==> src/rtl/c6502_bus_pkg.sv <==
// Shared types and constants for the c6502 bus arbiter and its OAM page-copy DMA engine.
package c6502_bus_pkg;

    typedef enum logic [1:0] {
        StIdle,
        StAlign,
        StRd,
        StWr
    } dma_state_e;

    localparam logic [15:0] DmaRegDefault = 16'h4014;
    localparam int unsigned OamLen        = 256;

endpackage

==> src/rtl/c6502_oam_dma.sv <==
// 256-byte page-to-OAM copy engine: one read and one OAM write per byte, frozen while held.
// Optional completion pulse output when C6502_DMA_DONE_EN is defined.
module c6502_oam_dma
    import c6502_bus_pkg::*;
#(
    parameter int unsigned OAM_AW = 8
) (
    input  logic              clock,
    input  logic              reset_n,
    input  logic              hold_i,
    input  logic              start_i,
    input  logic [7:0]        start_page_i,
    input  logic [7:0]        rd_data_i,
    output logic              busy_o,
    output logic [15:0]       rd_address_o,
    output logic [OAM_AW-1:0] oam_address_o,
    output logic [7:0]        oam_data_o,
    output logic              oam_we_o
`ifdef C6502_DMA_DONE_EN
    ,
    output logic              done_o
`endif
);

    localparam logic [7:0] LastIdx = 8'(OamLen - 1);

    dma_state_e        state_q;
    logic [7:0]        page_q;
    logic [7:0]        idx_q;
    logic [7:0]        buf_q;
    logic              busy_q;
    logic              oam_we_q;
    logic [OAM_AW-1:0] oam_address_q;
    logic [7:0]        oam_data_q;
`ifdef C6502_DMA_DONE_EN
    logic              done_q;
`endif

    always_ff @(posedge clock) begin
        if (!reset_n) begin
            state_q       <= StIdle;
            page_q        <= 8'h00;
            idx_q         <= 8'h00;
            buf_q         <= 8'h00;
            busy_q        <= 1'b0;
            oam_we_q      <= 1'b0;
            oam_address_q <= '0;
            oam_data_q    <= 8'h00;
`ifdef C6502_DMA_DONE_EN
            done_q        <= 1'b0;
`endif
        end else begin
            oam_we_q <= 1'b0;
`ifdef C6502_DMA_DONE_EN
            done_q   <= 1'b0;
`endif
            // Video owns the bus: every state freezes and no OAM write is issued.
            if (!hold_i) begin
                unique case (state_q)
                    StIdle: begin
                        if (start_i) begin
                            page_q  <= start_page_i;
                            idx_q   <= 8'h00;
                            busy_q  <= 1'b1;
                            state_q <= StAlign;
                        end
                    end
                    StAlign: state_q <= StRd;
                    StRd: begin
                        buf_q   <= rd_data_i;
                        state_q <= StWr;
                    end
                    StWr: begin
                        oam_we_q      <= 1'b1;
                        oam_address_q <= OAM_AW'(idx_q);
                        oam_data_q    <= buf_q;
                        idx_q         <= idx_q + 8'd1;
                        if (idx_q == LastIdx) begin
                            busy_q  <= 1'b0;
                            state_q <= StIdle;
`ifdef C6502_DMA_DONE_EN
                            done_q  <= 1'b1;
`endif
                        end else begin
                            state_q <= StRd;
                        end
                    end
                    default: state_q <= StIdle;
                endcase
            end
        end
    end

    assign busy_o        = busy_q;
    assign rd_address_o  = {page_q, idx_q};
    assign oam_address_o = oam_address_q;
    assign oam_data_o    = oam_data_q;
    assign oam_we_o      = oam_we_q;
`ifdef C6502_DMA_DONE_EN
    assign done_o        = done_q;
`endif

endmodule

==> src/rtl/c6502_bus_arbiter.sv <==
// Main-memory arbiter for c6502: video > OAM DMA > CPU, CPU paced through cpu_ce_o.
// Defining C6502_DMA_DONE_EN adds the dma_done_o completion pulse.
module c6502_bus_arbiter
    import c6502_bus_pkg::*;
#(
    parameter logic [15:0] DMA_REG = DmaRegDefault,
    parameter int unsigned OAM_AW  = 8
) (
    input  logic              clock,
    input  logic              reset_n,
    output logic              cpu_ce_o,
    input  logic [15:0]       cpu_address_i,
    input  logic [7:0]        cpu_out_i,
    input  logic              cpu_we_i,
    output logic [7:0]        cpu_in_o,
    input  logic              vid_req_i,
    input  logic [15:0]       vid_address_i,
    output logic              vid_ack_o,
    output logic [7:0]        vid_data_o,
    output logic [15:0]       mem_address_o,
    input  logic [7:0]        mem_in_i,
    output logic [7:0]        mem_out_o,
    output logic              mem_we_o,
    output logic [OAM_AW-1:0] oam_address_o,
    output logic [7:0]        oam_data_o,
    output logic              oam_we_o,
    output logic              dma_busy_o
`ifdef C6502_DMA_DONE_EN
    ,
    output logic              dma_done_o
`endif
);

    logic        dma_busy;
    logic [15:0] dma_rd_address;
    logic        cpu_owns;
    logic        is_dma_reg;
    logic        dma_start;

    assign is_dma_reg = (cpu_address_i == DMA_REG);
    assign cpu_owns   = reset_n & ~vid_req_i & ~dma_busy;
    assign dma_start  = cpu_owns & cpu_we_i & is_dma_reg;

    always_comb begin
        mem_address_o = cpu_address_i;
        if (vid_req_i) begin
            mem_address_o = vid_address_i;
        end else if (dma_busy) begin
            mem_address_o = dma_rd_address;
        end
    end

    assign cpu_ce_o   = cpu_owns;
    assign vid_ack_o  = reset_n & vid_req_i;
    // The trigger register is write-only and never aliases into RAM.
    assign mem_we_o   = cpu_owns & cpu_we_i & ~is_dma_reg;
    assign mem_out_o  = cpu_out_i;
    assign cpu_in_o   = mem_in_i;
    assign vid_data_o = mem_in_i;
    assign dma_busy_o = dma_busy;

    c6502_oam_dma #(
        .OAM_AW (OAM_AW)
    ) u_oam_dma (
        .clock         (clock),
        .reset_n       (reset_n),
        .hold_i        (vid_req_i),
        .start_i       (dma_start),
        .start_page_i  (cpu_out_i),
        .rd_data_i     (mem_in_i),
        .busy_o        (dma_busy),
        .rd_address_o  (dma_rd_address),
        .oam_address_o (oam_address_o),
        .oam_data_o    (oam_data_o),
        .oam_we_o      (oam_we_o)
`ifdef C6502_DMA_DONE_EN
        ,
        .done_o        (dma_done_o)
`endif
    );

endmodule

==> config.mk <==
export PLATFORM = sky130hd
export DESIGN_NAME = c6502_bus_arbiter
export DESIGN_NICKNAME = d
export VERILOG_FILES = /design/src/rtl/c6502_bus_pkg.sv /design/src/rtl/c6502_oam_dma.sv /design/src/rtl/c6502_bus_arbiter.sv
export SDC_FILE = /design/constraint.sdc
export NUM_CORES = 1
export LEC_CHECK = 0
export ABC_CLOCK_PERIOD_IN_PS = 2600
export CAP_MARGIN = 30
export CORE_MARGIN = 5
export CORE_UTILIZATION = 42
export CTS_CLUSTER_SIZE = 24
export DETAILED_ROUTE_END_ITERATION = 8
export PLACE_DENSITY = 0.77
export SLEW_MARGIN = 20
export SYNTH_ARGS = -nofsm -noshare
export SYNTH_HDL_FRONTEND = slang
export SYNTH_SLANG_ARGS = --single-unit
==> constraint.sdc <==
create_clock -name clock -period 2.6 [get_ports clock]
set_input_delay 0.78 -clock clock [delete_from_list [all_inputs] [get_ports clock]]
set_output_delay 0.78 -clock clock [all_outputs]
set_load 0.02 [all_outputs]
==> metrics, run 1 <==
WS Path Type in2out; HP Class reg2reg; Syn Nets 354; Initial Util 43.4%; NetSw 0.381 mW; Buf/Inv on CP 2; Top delay family on crit path simple AND/OR/NAND/NOR gates; Area growth syn-to-layout 47.6%; Post-synth EDFFs 0; final core occ 64.0%; Slew headroom 59.8%; Synth async-reset ratio 0%; Seq cells post-synth 44; VDD IR-drop max 0.214 mV; dpl cell area 3730 µm²; Hold Slack 0.455 ns; Synth Instances 301; Fmax 0.392 GHz; final count of negative-setup-slack endpoints 0; H-tree Lvls 2; pin count of the biggest net entering global routing 65; top-area cell type share of the netlist area 34.3%; io pins 113; min Tclk post-route 2.55 ns; core area 5920 µm²; gr usage total 16.9%; Root Driver clkbuf_8; slowest stage delay, CP 0.36 ns; final instance area 3790 µm²; Syn Std Cell Area 2570 µm²; die area 7780 µm²; initial antenna violation count 0; diodes inserted 0; P per Cell Area 392 nW/µm²; clk_lat worst skew 0.30 ns; Clock power frac 35.9%; top cells by count, synth nand2_1, dfxtp_1, mux2i_1; Routed Antenna Nets 0; Sw Share 25.7%; max-slew violations 0; sequential power share 45.4%; nature of the critical path startpoint input pin; top-count cell post-synth nand2_1; crit path DAT 1.77 ns; Fin Setup TNS 0 ns; # Max-Cap Violations 0; pin slew with the least headroom to its limit 0.602 ns; syn_area_per_cell 8.53 µm²; period utilization 98.1%; final setup skew 0.0113 ns; CP endpoint kind output pin; drt drc 0; GR Overflow Total 0; DR vias/cell 4.99; commonest register cell after synthesis dfxtp_1; routed via count 2406; Num CTS Buffers 5; aggregate routed wire length 6790 µm; critical path, cell by cell clkdlybuf4s15_1 -> nor4_4 -> nand4_4 -> nor2b_4 -> buf_4; status completed; CTS tree yes; clock sink count 44; CP required 1.82 ns; WL per Instance 14.1 µm; layout cell share with drive strength beyond 1 17.2%; Die H 88.2 µm; synth top area cells dfxtp_1, mux2i_1, nand2_1; Pre-antenna DRT Iters 4; register area share after synthesis 34.3%; crit path max-delay cell type nor4_4; Hold Fails Final Rpt 0; Int Power 1.10 mW; drt initial violations 199; Row Count 28; Syn. warnings 0; chip width 88.2 µm; Comb pwr share 18.7%; first-pass GRT wire length 10500 µm; clk slew on worst S/H paths 0.08 ns; CP max FO 2; CTS max path bufs 2; post-synth top area cell dfxtp_1; hpwl dp 5170 µm; Leak 1.55 nW; number of global-route vias before repair 2300; Final nets 459; IO Port Bufs 112; Synth cell types 44; RePlAce Congestion 0.834
## cell families (layout without fill, tap and decap cells)
| logic type | after synthesis | after routing | synth area share, % |
|---|---|---|---|
| AOI/OAI and AO/OA | 52 | 52 | 12.4 |
| xor gates and xnor gates | 1 | 1 | 0.341 |
| adders and majority gates | 1 | 1 | 0.487 |
| buffers and inverters | 48 | 154 | 12.2 |
| DFF | 44 | 44 | 34.3 |
| muxes | 40 | 40 | 15.6 |
| and+or+nand+nor | 115 | 115 | 24.7 |
## path summary, 6_finish.rpt
check	startpoint	cells past startpoint	slack, ns	endpoint
hold reg to reg	u_oam_dma.page_q[0]$_SDFFE_PN0P_	2	0.45	u_oam_dma.page_q[0]$_SDFFE_PN0P_
setup reg to reg	u_oam_dma.busy_o$_SDFFE_PN0P_	7	0.76	u_oam_dma.oam_address_o[6]$_SDFFE_PN0P_
hold / removal	u_oam_dma.page_q[0]$_SDFFE_PN0P_	2	0.45	u_oam_dma.page_q[0]$_SDFFE_PN0P_
setup / recovery	cpu_address_i[10]	5	0.05	mem_we_o
## what timing repair did
| action | in CTS | in global routing |
|---|---|---|
| buffers inserted | 0 | 0 |
| setup endpoints to repair | 43 | 7 |
| hold buffers | 0 | 0 |
| pin swaps | 3 | 5 |
| gates resized for setup | 110 | 21 |
## layout make-up
| type | instances | area, µm² |
|---|---|---|
| well taps | 75 | 93.8 |
| flip-flops and latches | 44 | 881 |
| repair buffers | 143 | 1300 |
| clock inverters | 3 | 46.3 |
| multi-input cells | 209 | 1390 |
| inverters | 3 | 11.3 |
| clock buffers | 5 | 68.8 |
| fillers | 538 | 2130 |
## tightest hold or removal path: cells and delay by family, from the launching register on
family | cells | cell delay, ns
flip-flops | 1 | 0.32
AO/OA/AOI/OAI | 1 | 0.05
AND/OR/NAND/NOR | 1 | 0.05
## stage by stage
| step | cells | total power [mW] | setup WS (ns) |
|---|---|---|---|
| 2_1_floorplan | 301 | 0.824 | 0.109 |
| 3_3_place_gp | 474 | 1.00 | -0.612 |
| 3_5_place_dp | 474 | 1.00 | -0.611 |
| 4_1_cts | 482 | 1.51 | -0.183 |
| 5_1_grt | 482 | 1.56 | -0.00485 |
| 6_report | 482 | 1.48 | 0.0500 |
## state kept, by name, summed over array words and instances, names as in the netlist
name / flops
u_oam_dma.page_q: 8
u_oam_dma.idx_q: 8
u_oam_dma.oam_address_o: 8
u_oam_dma.state_q: 2
u_oam_dma.oam_data_o: 8
u_oam_dma.oam_we_o: 1
u_oam_dma.busy_o: 1
u_oam_dma.buf_q: 8
## cell usage in the layout (no fill, tap or decap), drive strengths merged, types with 2 or more instances in the layout
cell type / instances
a21oi: 8
a22oi: 3
and2: 4
and3: 3
buf: 44
clkbuf: 7
clkdlybuf4s15: 7
clkdlybuf4s50: 51
dfxtp: 44
dlygate4sd2: 27
dlymetal6s2s: 12
inv: 4
mux2i: 40
nand2: 66
nand3: 10
nand4: 3
nor2: 9
nor2b: 10
nor3: 2
nor3b: 2
nor4b: 3
o21a: 2
o21ai: 25
o22ai: 7
## power groups by stage
stage / clock, mW / combinational [mW] / sequential, mW
2_1_floorplan: 0 / 0.135 / 0.689
5_1_grt: 0.589 / 0.297 / 0.674
4_1_cts: 0.552 / 0.282 / 0.674
6_report: 0.533 / 0.278 / 0.674
3_5_place_dp: 0 / 0.314 / 0.690
3_3_place_gp: 0 / 0.310 / 0.690
## per-layer routing
metal  global-route usage (%)  up-vias  wire length (µm)
met3                     5.55        7               644
met4                     5.77        0                76
met1                     21.2     1080              2850
met2                     27.1       99              3210
li1                         -     1220                 -
met5                        0        -                 0
No activity file was read; power rests on OpenSTA's default activity.
==> run 2: changes to the inputs <==
Settings changed: CTS_CLUSTER_DIAMETER set to 50.
==> results of run 2 <==
No change in the layout: final DEF, timing and power equal those of run 1.
==> run 3: changes to the inputs <==
Settings changed: CORE_MARGIN 5 to 1, GPL_ROUTABILITY_DRIVEN set to 0, TNS_END_PERCENT set to 30.
==> run 3 against run 2 <==
Register-to-register slack improved by 0.12 ns. Sequential cell count did not move. Fmax rose by 0.19%. Sequential share of layout area fell by 0.21 points. Clock-buffer cell count did not move. Combinational power barely moved. Global-route usage rose by 2.7 points. Wire length fell by 10%. Utilization rose by 0.59 points. Critical path depth did not move. Worst hold slack improved by 0.0029 ns. Critical endpoint unchanged. Highest routed layer unchanged.
==> metrics, run 3 (synthesized netlist as in run 1, its figures left out) <==
clock sink count 44; P per Cell Area 376 nW/µm²; max-slew violations 0; Hold Fails Final Rpt 0; Comb pwr share 19.2%; routed via count 2407; Num CTS Buffers 5; # Max-Cap Violations 0; Final WS setup 0.0550 ns; Routed Antenna Nets 0; RSZ-0062 raised after global routing no; HP Class reg2reg; Slew headroom 62.0%; CTS tree yes; Pre-antenna DRT Iters 4; final setup skew 0.00678 ns; CP required 1.82 ns; CP endpoint kind output pin; first-pass GRT wire length 9650 µm; sequential power share 46.8%; # fillers 537; period utilization 97.9%; Row Count 28; Initial Util 43.4%; H-tree Lvls 2; area of the multi-input gates 1380 µm²; most frequent cells in the layout nand2_1, clkdlybuf4s50_1, dfxtp_1; dpl ws -0.630 ns; DR vias/cell 4.99; Int Power 1.09 mW; clk_lat worst skew 0.29 ns; Root Driver clkbuf_8; hpwl dp 4630 µm; buffer count from post-CTS setup fixing 0; layout cell share with drive strength beyond 1 17.0%; gr usage total 19.6%; NetSw 0.347 mW; io pins 113; Final nets 461; IO Port Bufs 112; number of global-route vias before repair 2128; drt drc 0; Clock power frac 34.0%; CTS max path bufs 2; min Tclk post-route 2.55 ns; register area 881 µm²; status completed; pin count of the biggest net entering global routing 65; Leak 1.58 nW; Design Power 1.44 mW; WL per Instance 12.6 µm; Fmax 0.393 GHz; core area 5920 µm²; nature of the critical path startpoint input pin; diodes inserted 0; die area 6430 µm²; drt initial violations 168; GR Overflow Total 0; aggregate routed wire length 6090 µm; clk slew on worst S/H paths 0.07 ns; Sw Share 24.1%; crit path DAT 1.77 ns; Die H 80.2 µm; initial antenna violation count 0; VDD IR-drop max 0.228 mV; WS Path Type in2out; pin slew with the least headroom to its limit 0.570 ns; CP max FO 2; final count of negative-setup-slack endpoints 0; chip width 80.2 µm; most common cell after layout, fill and taps aside nand2_1; Hold Slack 0.457 ns; Area growth syn-to-layout 48.9%
==> run 3: cell count changes in the layout (fill, tap and decap cells not counted), moves of 2 or more <==
cell,previous run,this run
dlymetal6s2s_1,12,15
clkbuf_2,2,0
buf_12,1,4
buf_6,2,0
clkdlybuf4s15_1,4,1
==> run 3: final cells by class <==
type | count | area share (%)
flip-flops and latches | 44 | 23.0
multi-input cells | 209 | 36.1
repair buffers | 145 | 35.6
clock inverters | 1 | 0.785
well taps | 75 | 2.45
inverters | 3 | 0.295
clock buffers | 5 | 1.80
==> run 3: power groups by stage <==
stage	Clock, mW	Sequential, mW	Combinational, mW
2_1_floorplan	0	0.689	0.135
3_3_place_gp	0	0.690	0.312
3_5_place_dp	0	0.690	0.313
4_1_cts	0.502	0.674	0.281
5_1_grt	0.525	0.674	0.296
6_report	0.489	0.674	0.276
==> run 3: critical path: stages <==
cell	delay, ns
clkdlybuf4s15_1	0.22
nor4b_4	0.36
nand4_4	0.11
nor2b_1	0.15
buf_4	0.15
==> run 3: path summary, 6_finish.rpt <==
kind,startpoint,to,slack (ns),cells after the start
worst max-delay path,cpu_address_i[0],mem_we_o,0.05,5
worst min-delay path,u_oam_dma.oam_data_o[7]$_SDFFE_PN0P_,u_oam_dma.oam_data_o[7]$_SDFFE_PN0P_,0.46,2
worst max register to register,u_oam_dma.busy_o$_SDFFE_PN0P_,u_oam_dma.oam_data_o[3]$_SDFFE_PN0P_,0.88,8
worst min register to register,u_oam_dma.oam_data_o[7]$_SDFFE_PN0P_,u_oam_dma.oam_data_o[7]$_SDFFE_PN0P_,0.46,2
==> run 3: routing by layer <==
layer | wire [µm] | part of all wire [%] | global-route usage [%]
met4 | 90 | 1.5 | 6.96
met3 | 466 | 7.7 | 5.34
met2 | 2830 | 47 | 33.9
met1 | 2700 | 44 | 23.0
met5 | 0 | 0 | 0
==> run 3: per-stage QoR <==
stage	setup TNS (ns)	util, %	cell area [µm²]	cells
floorplan	0	-	2570	301
finish	0	64.6	3820	482
global placement	-12.70	63.8	3780	476
CTS	-0.226	63.9	3780	482
global route	0	64.6	3820	482
detailed placement	-13.33	63.8	3780	476
==> run 3: repair_timing <==
item | in CTS | in global routing
hold buffers | 0 | 0
pin swaps | 1 | 5
gates resized for setup | 109 | 17
setup endpoints to repair | 43 | 8
